<file path="src/rtl/fp16_mul_arbiter_if.sv">
// fp16_mul_arbiter_if: two requester channels, result channel and response counter
interface fp16_mul_arbiter_if #(parameter int TAG_W = 4);
  logic             req0_valid, req0_ready;
  logic [15:0]      req0_a, req0_b;
  logic [TAG_W-1:0] req0_tag;
  logic             req1_valid, req1_ready;
  logic [15:0]      req1_a, req1_b;
  logic [TAG_W-1:0] req1_tag;
  logic             rsp_valid, rsp_ready;
  logic [15:0]      rsp_data;
  logic             rsp_id;
  logic [TAG_W-1:0] rsp_tag;
  logic [15:0]      op_count;
  modport master (
    output req0_valid, req0_a, req0_b, req0_tag,
    output req1_valid, req1_a, req1_b, req1_tag, rsp_ready,
    input  req0_ready, req1_ready, rsp_valid, rsp_data, rsp_id, rsp_tag, op_count
  );
  modport slave (
    input  req0_valid, req0_a, req0_b, req0_tag,
    input  req1_valid, req1_a, req1_b, req1_tag, rsp_ready,
    output req0_ready, req1_ready, rsp_valid, rsp_data, rsp_id, rsp_tag, op_count
  );
endinterface

</file>
<file path="src/rtl/fp16_mul_arbiter.sv">
// fp16_mul_arbiter: round-robin sharing of one FP16 multiplier between two requesters
module fp16_mul_arbiter #(parameter int TAG_W = 4) (
  input logic              clk,
  input logic              rst_n,
  fp16_mul_arbiter_if.slave bus
);
  typedef enum logic {EMPTY, FULL} state_t;
  state_t           state, state_nx;
  logic             last_grant, gnt, slot_free, xfer, rsp_xfer, rsp_id_q;
  logic [15:0]      op_a, op_b, prod, rsp_data_q, op_count_q;
  logic [TAG_W-1:0] op_tag, rsp_tag_q;

  function automatic logic [15:0] fp16_mul(input logic [15:0] a, input logic [15:0] b);
    logic s;
    logic [4:0] ea, eb, xa, xb, lz;
    logic [9:0] ma, mb;
    logic [10:0] sa, sb;
    logic [21:0] p, pn, pr;
    logic [43:0] ext;
    logic signed [7:0] e;
    logic [7:0] sh;
    logic up;
    logic [14:0] r;
    s = a[15] ^ b[15];
    ea = a[14:10];
    eb = b[14:10];
    ma = a[9:0];
    mb = b[9:0];
    sa = {ea != 5'd0, ma};
    sb = {eb != 5'd0, mb};
    xa = (ea == 5'd0) ? 5'd1 : ea;
    xb = (eb == 5'd0) ? 5'd1 : eb;
    p = 22'(sa) * 22'(sb);
    lz = 5'd0;
    for (int i = 0; i < 22; i++) if (p[i]) lz = 5'(21 - i);
    pn = p << lz;
    e = $signed({3'b0, xa}) + $signed({3'b0, xb}) - 8'sd14 - $signed({3'b0, lz});
    sh = (e < 8'sd1) ? 8'(8'sd1 - e) : 8'd0;
    ext = {pn, 22'b0} >> sh;
    pr = ext[43:22];
    up = pr[10] & (pr[11] | (|pr[9:0]) | (|ext[21:0]));
    // hidden bit is added on top of exponent-1 so rounding carries and subnormals fall out naturally
    r = 15'({(e < 8'sd1) ? 5'd0 : 5'(e[4:0] - 5'd1), 10'd0}) + 15'(pr[21:11]) + 15'(up);
    if ((ea == 5'h1f && ma != 10'd0) || (eb == 5'h1f && mb != 10'd0)) return 16'h7e00;
    if ((ea == 5'h1f && b[14:0] == 15'd0) || (eb == 5'h1f && a[14:0] == 15'd0)) return 16'h7e00;
    if (ea == 5'h1f || eb == 5'h1f || (p != 22'd0 && e > 8'sd30)) return {s, 15'h7c00};
    if (a[14:0] == 15'd0 || b[14:0] == 15'd0) return {s, 15'd0};
    return {s, r};
  endfunction

  always_comb begin
    slot_free = (state == EMPTY) | bus.rsp_ready;
    gnt = (bus.req0_valid & bus.req1_valid) ? ~last_grant : bus.req1_valid;
    xfer = rst_n & slot_free & (bus.req0_valid | bus.req1_valid);
    rsp_xfer = (state == FULL) & bus.rsp_ready;
    state_nx = xfer ? FULL : rsp_xfer ? EMPTY : state;
    op_a = gnt ? bus.req1_a : bus.req0_a;
    op_b = gnt ? bus.req1_b : bus.req0_b;
    op_tag = gnt ? bus.req1_tag : bus.req0_tag;
    prod = fp16_mul(op_a, op_b);
  end

  always_ff @(posedge clk or negedge rst_n)
    if (!rst_n) state <= EMPTY;
    else state <= state_nx;

  always_ff @(posedge clk or negedge rst_n)
    if (!rst_n) begin
      last_grant <= 1'b1;
      rsp_data_q <= '0;
      rsp_id_q <= 1'b0;
      rsp_tag_q <= '0;
      op_count_q <= '0;
    end else begin
      if (xfer) begin
        last_grant <= gnt;
        rsp_data_q <= prod;
        rsp_id_q <= gnt;
        rsp_tag_q <= op_tag;
      end
      if (rsp_xfer) op_count_q <= op_count_q + 16'd1;
    end

  assign bus.req0_ready = xfer & ~gnt;
  assign bus.req1_ready = xfer & gnt;
  assign bus.rsp_valid = (state == FULL);
  assign bus.rsp_data = rsp_data_q;
  assign bus.rsp_id = rsp_id_q;
  assign bus.rsp_tag = rsp_tag_q;
  assign bus.op_count = op_count_q;
endmodule

</file>
<file path="src/flat_wrapper.sv">
// flat-port wrapper written by rule: the top's interface ports become plain ports
module fp16_mul_arbiter_flat 
#(parameter int TAG_W = 4)
  (clk, rst_n, bus_req0_valid, bus_req0_a, bus_req0_b, bus_req0_tag, bus_req1_valid, bus_req1_a, bus_req1_b, bus_req1_tag, bus_rsp_ready, bus_req0_ready, bus_req1_ready, bus_rsp_valid, bus_rsp_data, bus_rsp_id, bus_rsp_tag, bus_op_count);
  fp16_mul_arbiter_if #(.TAG_W(TAG_W)) bus_i ();
  input logic clk;
  input logic rst_n;
  input wire logic [$bits(bus_i.req0_valid)-1:0] bus_req0_valid;
  input wire logic [$bits(bus_i.req0_a)-1:0] bus_req0_a;
  input wire logic [$bits(bus_i.req0_b)-1:0] bus_req0_b;
  input wire logic [$bits(bus_i.req0_tag)-1:0] bus_req0_tag;
  input wire logic [$bits(bus_i.req1_valid)-1:0] bus_req1_valid;
  input wire logic [$bits(bus_i.req1_a)-1:0] bus_req1_a;
  input wire logic [$bits(bus_i.req1_b)-1:0] bus_req1_b;
  input wire logic [$bits(bus_i.req1_tag)-1:0] bus_req1_tag;
  input wire logic [$bits(bus_i.rsp_ready)-1:0] bus_rsp_ready;
  output wire logic [$bits(bus_i.req0_ready)-1:0] bus_req0_ready;
  output wire logic [$bits(bus_i.req1_ready)-1:0] bus_req1_ready;
  output wire logic [$bits(bus_i.rsp_valid)-1:0] bus_rsp_valid;
  output wire logic [$bits(bus_i.rsp_data)-1:0] bus_rsp_data;
  output wire logic [$bits(bus_i.rsp_id)-1:0] bus_rsp_id;
  output wire logic [$bits(bus_i.rsp_tag)-1:0] bus_rsp_tag;
  output wire logic [$bits(bus_i.op_count)-1:0] bus_op_count;
  assign bus_i.req0_valid = bus_req0_valid;
  assign bus_i.req0_a = bus_req0_a;
  assign bus_i.req0_b = bus_req0_b;
  assign bus_i.req0_tag = bus_req0_tag;
  assign bus_i.req1_valid = bus_req1_valid;
  assign bus_i.req1_a = bus_req1_a;
  assign bus_i.req1_b = bus_req1_b;
  assign bus_i.req1_tag = bus_req1_tag;
  assign bus_i.rsp_ready = bus_rsp_ready;
  assign bus_req0_ready = bus_i.req0_ready;
  assign bus_req1_ready = bus_i.req1_ready;
  assign bus_rsp_valid = bus_i.rsp_valid;
  assign bus_rsp_data = bus_i.rsp_data;
  assign bus_rsp_id = bus_i.rsp_id;
  assign bus_rsp_tag = bus_i.rsp_tag;
  assign bus_op_count = bus_i.op_count;
  fp16_mul_arbiter #(.TAG_W(TAG_W)) u_core (.clk(clk), .rst_n(rst_n), .bus(bus_i));
endmodule
</file>
<file path="config.mk">
export PLATFORM = sky130hd
export DESIGN_NAME = fp16_mul_arbiter_flat
export DESIGN_NICKNAME = d
export VERILOG_FILES = /design/src/rtl/fp16_mul_arbiter_if.sv /design/src/rtl/fp16_mul_arbiter.sv /design/src/flat_wrapper.sv
export SDC_FILE = /design/constraint.sdc
export NUM_CORES = 1
export LEC_CHECK = 0
export CAP_MARGIN = 5
export CORE_MARGIN = 2
export CORE_UTILIZATION = 45
export DETAILED_ROUTE_END_ITERATION = 8
export GPL_TIMING_DRIVEN = 0
export PLACE_DENSITY = 0.78
export REMOVE_ABC_BUFFERS = 1
export SLEW_MARGIN = 20
export SYNTH_ARGS = -nofsm -noshare
export SYNTH_HDL_FRONTEND = slang
export SYNTH_SLANG_ARGS = --single-unit
</file>
<file path="constraint.sdc">
create_clock -name clk -period 32.4 [get_ports clk]
set_input_delay 3.24 -clock clk [delete_from_list [all_inputs] [get_ports clk]]
set_output_delay 3.24 -clock clk [all_outputs]
set_load 0.02 [all_outputs]
</file>
==> results.md, run 1 <==
- Root Driver: clkbuf_16
- Worst reg2reg setup slack: 17,620 ps
- Post-DP HPWL: 26,500 µm
- Gr ovfl total: 0
- IO Pins: 117
- Critical Path Start Type: input pin
- Final Max Tran Viols: 0
- Vias in the first global route: 10,650
- Slew Limit Headroom: 21.3%
- Clock-pin slew on the worst setup and hold paths: 50 ps
- Post-synth top flop: dfrtp_1
- Worst setup EP type: register
- Min-delay worst type: register to register
- Yosys warning count: 0
- Post_cts resized: 0
- Starting density of the core: 45.8%
- NumNets Final: 1,693
- Final period util: 55.1%
- Ant. Diodes: 0
- DRC Markers: 0
- EDFF count, synth: 0
- Hold path start: u_core.bus.rsp_id
- Cell taking the most area after synthesis: fa_1
- # fillers: 2,199
- Max_cap viols: 0
- CP Max Fanout: 37
- Vias per Instance: 6.22
- Synth area leaders: fa_1, ha_1, dfrtp_1
- Most frequent cell after synthesis: nor2_1
- Avg Cell Area, Syn: 7.68 µm²
- Buf/Inv on CP: 7
- Wire per inst: 18.4 µm
- Core box area: 0.0234 mm²
- Pre-Repair DR Iteration Count: 5
- Yosys top cell area share: 15.3%
- Arr. time, crit path: 18,060 ps
- DIE HEIGHT: 158 µm
- Max Root-Sink Buffers: 2
- Critical path class: input pin to register
- Slowest Stage Delay on Critical Path: 850 ps
- Unrepaired setup endpoints after global routing: false
- Gpl congestion: 0.993
- F_max: 56.0 MHz
- Worst r2r path cells: 45
- CTS tree: yes
- Wire length of the first global-routing pass: 53,100 µm
- Detail Route Antenna Nets: 0
- Ys async rst share: 100%
- Crit-path slowest cell: nor2_1
- Final period demand of the worst path: 17,860 ps
- Setup bufs post-CTS: 0
- Gate Count Post-Synth: 1,396
- Clock Sinks: 39
- Standard-cell rows: 56
- Worst-Margin Slew: 1170 ps
- Synth-to-layout area growth: 14.3%
- Setup TNS Final: 0 ps
- Cell variety after synth: 105
- Detailed-route wire length: 32,700 µm
- CTS Buf Count: 5
- Most instantiated cells after synthesis: nor2_1, inv_1, nand2_1
- Seq/Total Area, Yosys: 9.11%
- DR vias: 11,026
- GRT Overall Usage: 25.9%
- Worst skew pair latency: 290 ps
- Die area: 0.0251 mm²
- Final setup vio count: 0
- FF+latch count, synth: 39
- Mapped Area: 0.0107 mm²
- Layout cells sized above 1: 7.43%
- Port Buffers: 116
- Post-CTS Hold Buffers: 0
- Reg2reg end: u_core.bus.rsp_data[12]
- Hold EP: u_core.bus.rsp_id
- RR Startpoint: u_core.last_grant
- Die width: 158 µm
- Status: finished clean
- CP delay by family, top: simple AND/OR/NAND/NOR gates
- Worst path required time: 32,600 ps
- WHS Path Cells: 1
- Fin. Hold Viols: 0
- Largest net degree at the start of global routing: 38
- Clock skew: 3.20 ps
- Iter 0 DRT Violations: 1,172
- Initial antenna violation count: 0
- H-tree depth: 2
layout by cell type (no fill, tap or decap), drive strengths merged, types with 13 or more instances in the layout:
cell type / n
clkdlybuf4s50: 115
and2: 18
o211ai: 15
dfrtp: 38
nor3: 44
nand2: 120
a221oi: 16
mux2i: 47
nor2: 175
a31oi: 15
o21a: 14
inv: 131
or2: 24
o21ai: 61
xnor2: 29
ha: 81
a22oi: 20
xor2: 18
nand4: 21
o31ai: 13
nor4: 17
a211oi: 26
nand3: 35
mux2: 14
a21oi: 64
a21o: 17
fa: 82
kinds of logic (layout without fill, tap and decap cells):
logic type / count (synthesis) / in the layout / synth area share [%]
adder cells (fa/ha/maj): 163 / 163 / 24.8
flip-flops: 39 / 39 / 9.11
multiplexers: 61 / 61 / 5.86
XOR/XNOR: 48 / 48 / 4.05
AND/OR/NAND/NOR: 513 / 513 / 23.3
buffers and inverters: 202 / 260 / 7.44
AO/OA/AOI/OAI: 370 / 370 / 25.5
flip-flops by register name, summed over array words and instances, names as in the netlist:
| signal | cells |
|---|---|
| u_core.bus.rsp_data | 16 |
| u_core.bus.rsp_valid | 1 |
| u_core.bus.rsp_id | 1 |
| u_core.bus.rsp_tag | 4 |
| u_core.bus.op_count | 16 |
| u_core.last_grant | 1 |
metal layers:
metal	share of wire [%]	vias up	track usage (%)	wire length, µm
li1	-	5166	-	-
met2	46	506	44.2	15100
met1	43	5272	33.4	14000
met4	3.2	0	9.18	1050
met5	0	-	0	0
met3	7.6	82	3.78	2480
how the worst max path moves through the flow:
| stage | from | cells past startpoint | endpoint | slack (ps) |
|---|---|---|---|---|
| after CTS | bus_req1_valid | 45 | u_core.bus.rsp_data[12] | 14570 |
| final | bus_req1_valid | 46 | u_core.bus.rsp_data[12] | 14540 |
| after detailed placement | bus_req1_valid | 45 | u_core.bus.rsp_data[12] | 14320 |
| after global placement | bus_req1_valid | 41 | u_core.bus.rsp_data[12] | 10430 |
| after global routing | bus_req1_valid | 49 | u_core.bus.rsp_data[12] | 13770 |
| after floorplan | bus_req1_valid | 39 | u_core.bus.rsp_data[12] | 14430 |
cell type report:
class / count / area [µm²] / share of cell area (%)
Clock buffer: 6 / 129 / 1.05
Clock inverter: 2 / 12.5 / 0.102
Inverter: 132 / 495 / 4.04
Multi-Input combinational cell: 1155 / 9010 / 73.5
Sequential cell: 39 / 977 / 7.97
Tap cell: 319 / 399 / 3.25
Timing Repair Buffer: 120 / 1240 / 10.1
stage by stage:
| step | hold WS (ps) | utilization [%] | setup slack [ps] | cell area [µm²] | instances |
|---|---|---|---|---|---|
| 2_1_floorplan | 494 | - | 14430 | 10400 | 1326 |
| 3_3_place_gp | 458 | 51.2 | 10430 | 12000 | 1761 |
| 3_5_place_dp | 466 | 51.7 | 14320 | 12100 | 1765 |
| 4_1_cts | 477 | 52.3 | 14570 | 12200 | 1773 |
| 5_1_grt | 483 | 52.4 | 13770 | 12300 | 1773 |
| 6_report | 475 | 52.4 | 14540 | 12300 | 1773 |
Power of run 1 is not shown: default switching activity piles up to over one toggle a cycle in this logic, so the estimate is an artifact.
==> inputs of run 2 (changes only) <==
==> constraint.sdc (replaced) <==
create_clock -name clk -period 17.6 [get_ports clk]
set_input_delay 1.76 -clock clk [delete_from_list [all_inputs] [get_ports clk]]
set_output_delay 1.76 -clock clk [all_outputs]
set_load 0.02 [all_outputs]
==> results of run 2 <==
Same layout as run 1 (identical final DEF). Status: finished clean.
Among the figures that moved: setup slack after placement 14320 ps -> 997 ps; setup slack after layout 14540 ps -> 1220 ps; register-to-register setup slack 17620 ps -> 2820 ps
Power of run 2 is left out for the same reason.
==> inputs of run 3 (changes only) <==
--- a/config.mk
+++ b/config.mk
@@ -6,6 +6,7 @@
 export NUM_CORES = 1
 export LEC_CHECK = 0
 export CAP_MARGIN = 5
+export CORE_ASPECT_RATIO = 0.9
 export CORE_MARGIN = 2
 export CORE_UTILIZATION = 45
 export DETAILED_ROUTE_END_ITERATION = 8
==> run 3 against run 2 <==
  * Setup slack got worse by 400 ps
  * Non-clock buffer count did not move
  * Critical path depth did not move
  * Via count rose by 0.68%
  * First-iteration DRC count rose by 8.3%
  * Final cell count fell by 0.96%
  * Clock skew rose by 5.1 ps
  * Global-route usage rose by 1.0 points
  * Sequential share of layout area barely moved
  * Register-to-register slack got worse by 370 ps
  * Worst hold slack improved by 3.0 ps
  * Die area barely moved
==> results.md, run 3 (same netlist as run 1, synthesis figures left out) <==
- Design area: 0.0122 mm²
- Max Root-Sink Buffers: 2
- CTS tree: yes
- Detail Route Antenna Nets: 0
- Worst setup EP type: register
- Setup TNS Final: 0 ps
- Final period util: 95.3%
- NumNets Final: 1,693
- Post-CTS Hold Buffers: 0
- GRT Overall Usage: 26.9%
- Worst path required time: 17,760 ps
- Vias in the first global route: 10,655
- Final setup vio count: 0
- Setup bufs post-CTS: 0
- Standard-cell rows: 53
- Die area: 0.0251 mm²
- Max_cap viols: 0
- Slew Limit Headroom: 23.4%
- Starting density of the core: 45.8%
- F_max: 59.6 MHz
- Crit-path slowest cell: a2111oi_1
- Wire per inst: 19.3 µm
- DRC Markers: 0
- Worst hold slack: 478 ps
- Final Max Tran Viols: 0
- CTS Buf Count: 5
- Iter 0 DRT Violations: 1,269
- CP Max Fanout: 37
- Clock skew: 8.26 ps
- H-tree depth: 2
- Port Buffers: 116
- Final period demand of the worst path: 16,770 ps
- Fin. Hold Viols: 0
- Layout cells sized above 1: 7.43%
- Wire length of the first global-routing pass: 55,700 µm
- Most common cell after layout, fill and taps aside: nor2_1
- Placed cell area: 0.0121 mm²
- DIE HEIGHT: 150 µm
- Gr ovfl total: 0
- IO Pins: 117
- Synth-to-layout area growth: 14.1%
- Clock Sinks: 39
- Crit path top cell by count: fa_1
- Clock-pin slew on the worst setup and hold paths: 50 ps
- CP delay by family, top: simple AND/OR/NAND/NOR gates
- Initial antenna violation count: 0
- Min-delay worst type: register to register
- Vias per Instance: 6.32
- Buf/Inv on CP: 8
- Die width: 167 µm
- Worst-Margin Slew: 1120 ps
- Critical path class: input pin to register
- Commonest cells after routing, fill and taps aside: nor2_1, inv_1, nand2_1
- Worst reg2reg setup slack: 2450 ps
- Post_cts resized: 0
- DR vias: 11,101
- Root Driver: clkbuf_16
- Post-DP HPWL: 27,200 µm
- Largest net degree at the start of global routing: 38
- Slowest Stage Delay on Critical Path: 900 ps
- Status: finished clean
- Arr. time, crit path: 16,940 ps
- Pre-Repair DR Iteration Count: 6
- Gpl congestion: 0.998
- Core box area: 0.0234 mm²
- Worst skew pair latency: 280 ps
- Detailed-route wire length: 33,800 µm
- Ant. Diodes: 0
- Unrepaired setup endpoints after global routing: false
- Critical Path Start Type: input pin
==> run 3: layout make-up <==
class / count / area (µm²)
multi-input combinational: 1155 / 9010
timing repair buffer: 120 / 1240
clock inverter: 2 / 12.5
sequential: 39 / 977
fill: 2124 / 11200
inverter: 132 / 495
tap: 302 / 378
clock buffer: 6 / 129
==> run 3: stage by stage <==
stage | setup slack (ps) | std cells | utilization [%]
after floorplan | 1110 | 1326 | -
after global placement | -3030 | 1744 | 51.1
after detailed placement | 638 | 1748 | 51.5
after CTS | 879 | 1756 | 52.1
after global routing | 98.6 | 1756 | 52.3
final | 826 | 1756 | 52.3
==> run 3: path summary, 6_finish.rpt <==
check | start | to | cells past startpoint
hold reg to reg | u_core.bus.rsp_id | u_core.bus.rsp_id | 1
min in group asynchronous | rst_n | u_core.bus.op_count[12] | 1
setup reg to reg | u_core.last_grant | u_core.bus.rsp_data[14] | 45
setup / recovery | bus_req1_valid | u_core.bus.rsp_data[14] | 46
hold / removal | u_core.bus.rsp_id | u_core.bus.rsp_id | 1
max in group asynchronous | rst_n | u_core.bus.rsp_data[13] | 2
==> run 3: worst register-to-register path: cells and delay by family, from the launching register on <==
family | cells | cell delay, ps
simple gates | 16 | 5190
compound gates | 12 | 3860
fa+ha+maj | 9 | 3660
buf+inv | 7 | 1550
mux | 1 | 430
flops | 1 | 380
==> run 3: routing by layer <==
layer  part of all wire, %  GRT usage, %
met1                    44          38.5
met2                    44          42.3
met3                   9.9          4.76
met4                   2.2          6.90
met5                     0             0
Power of run 3 is left out for the same reason.
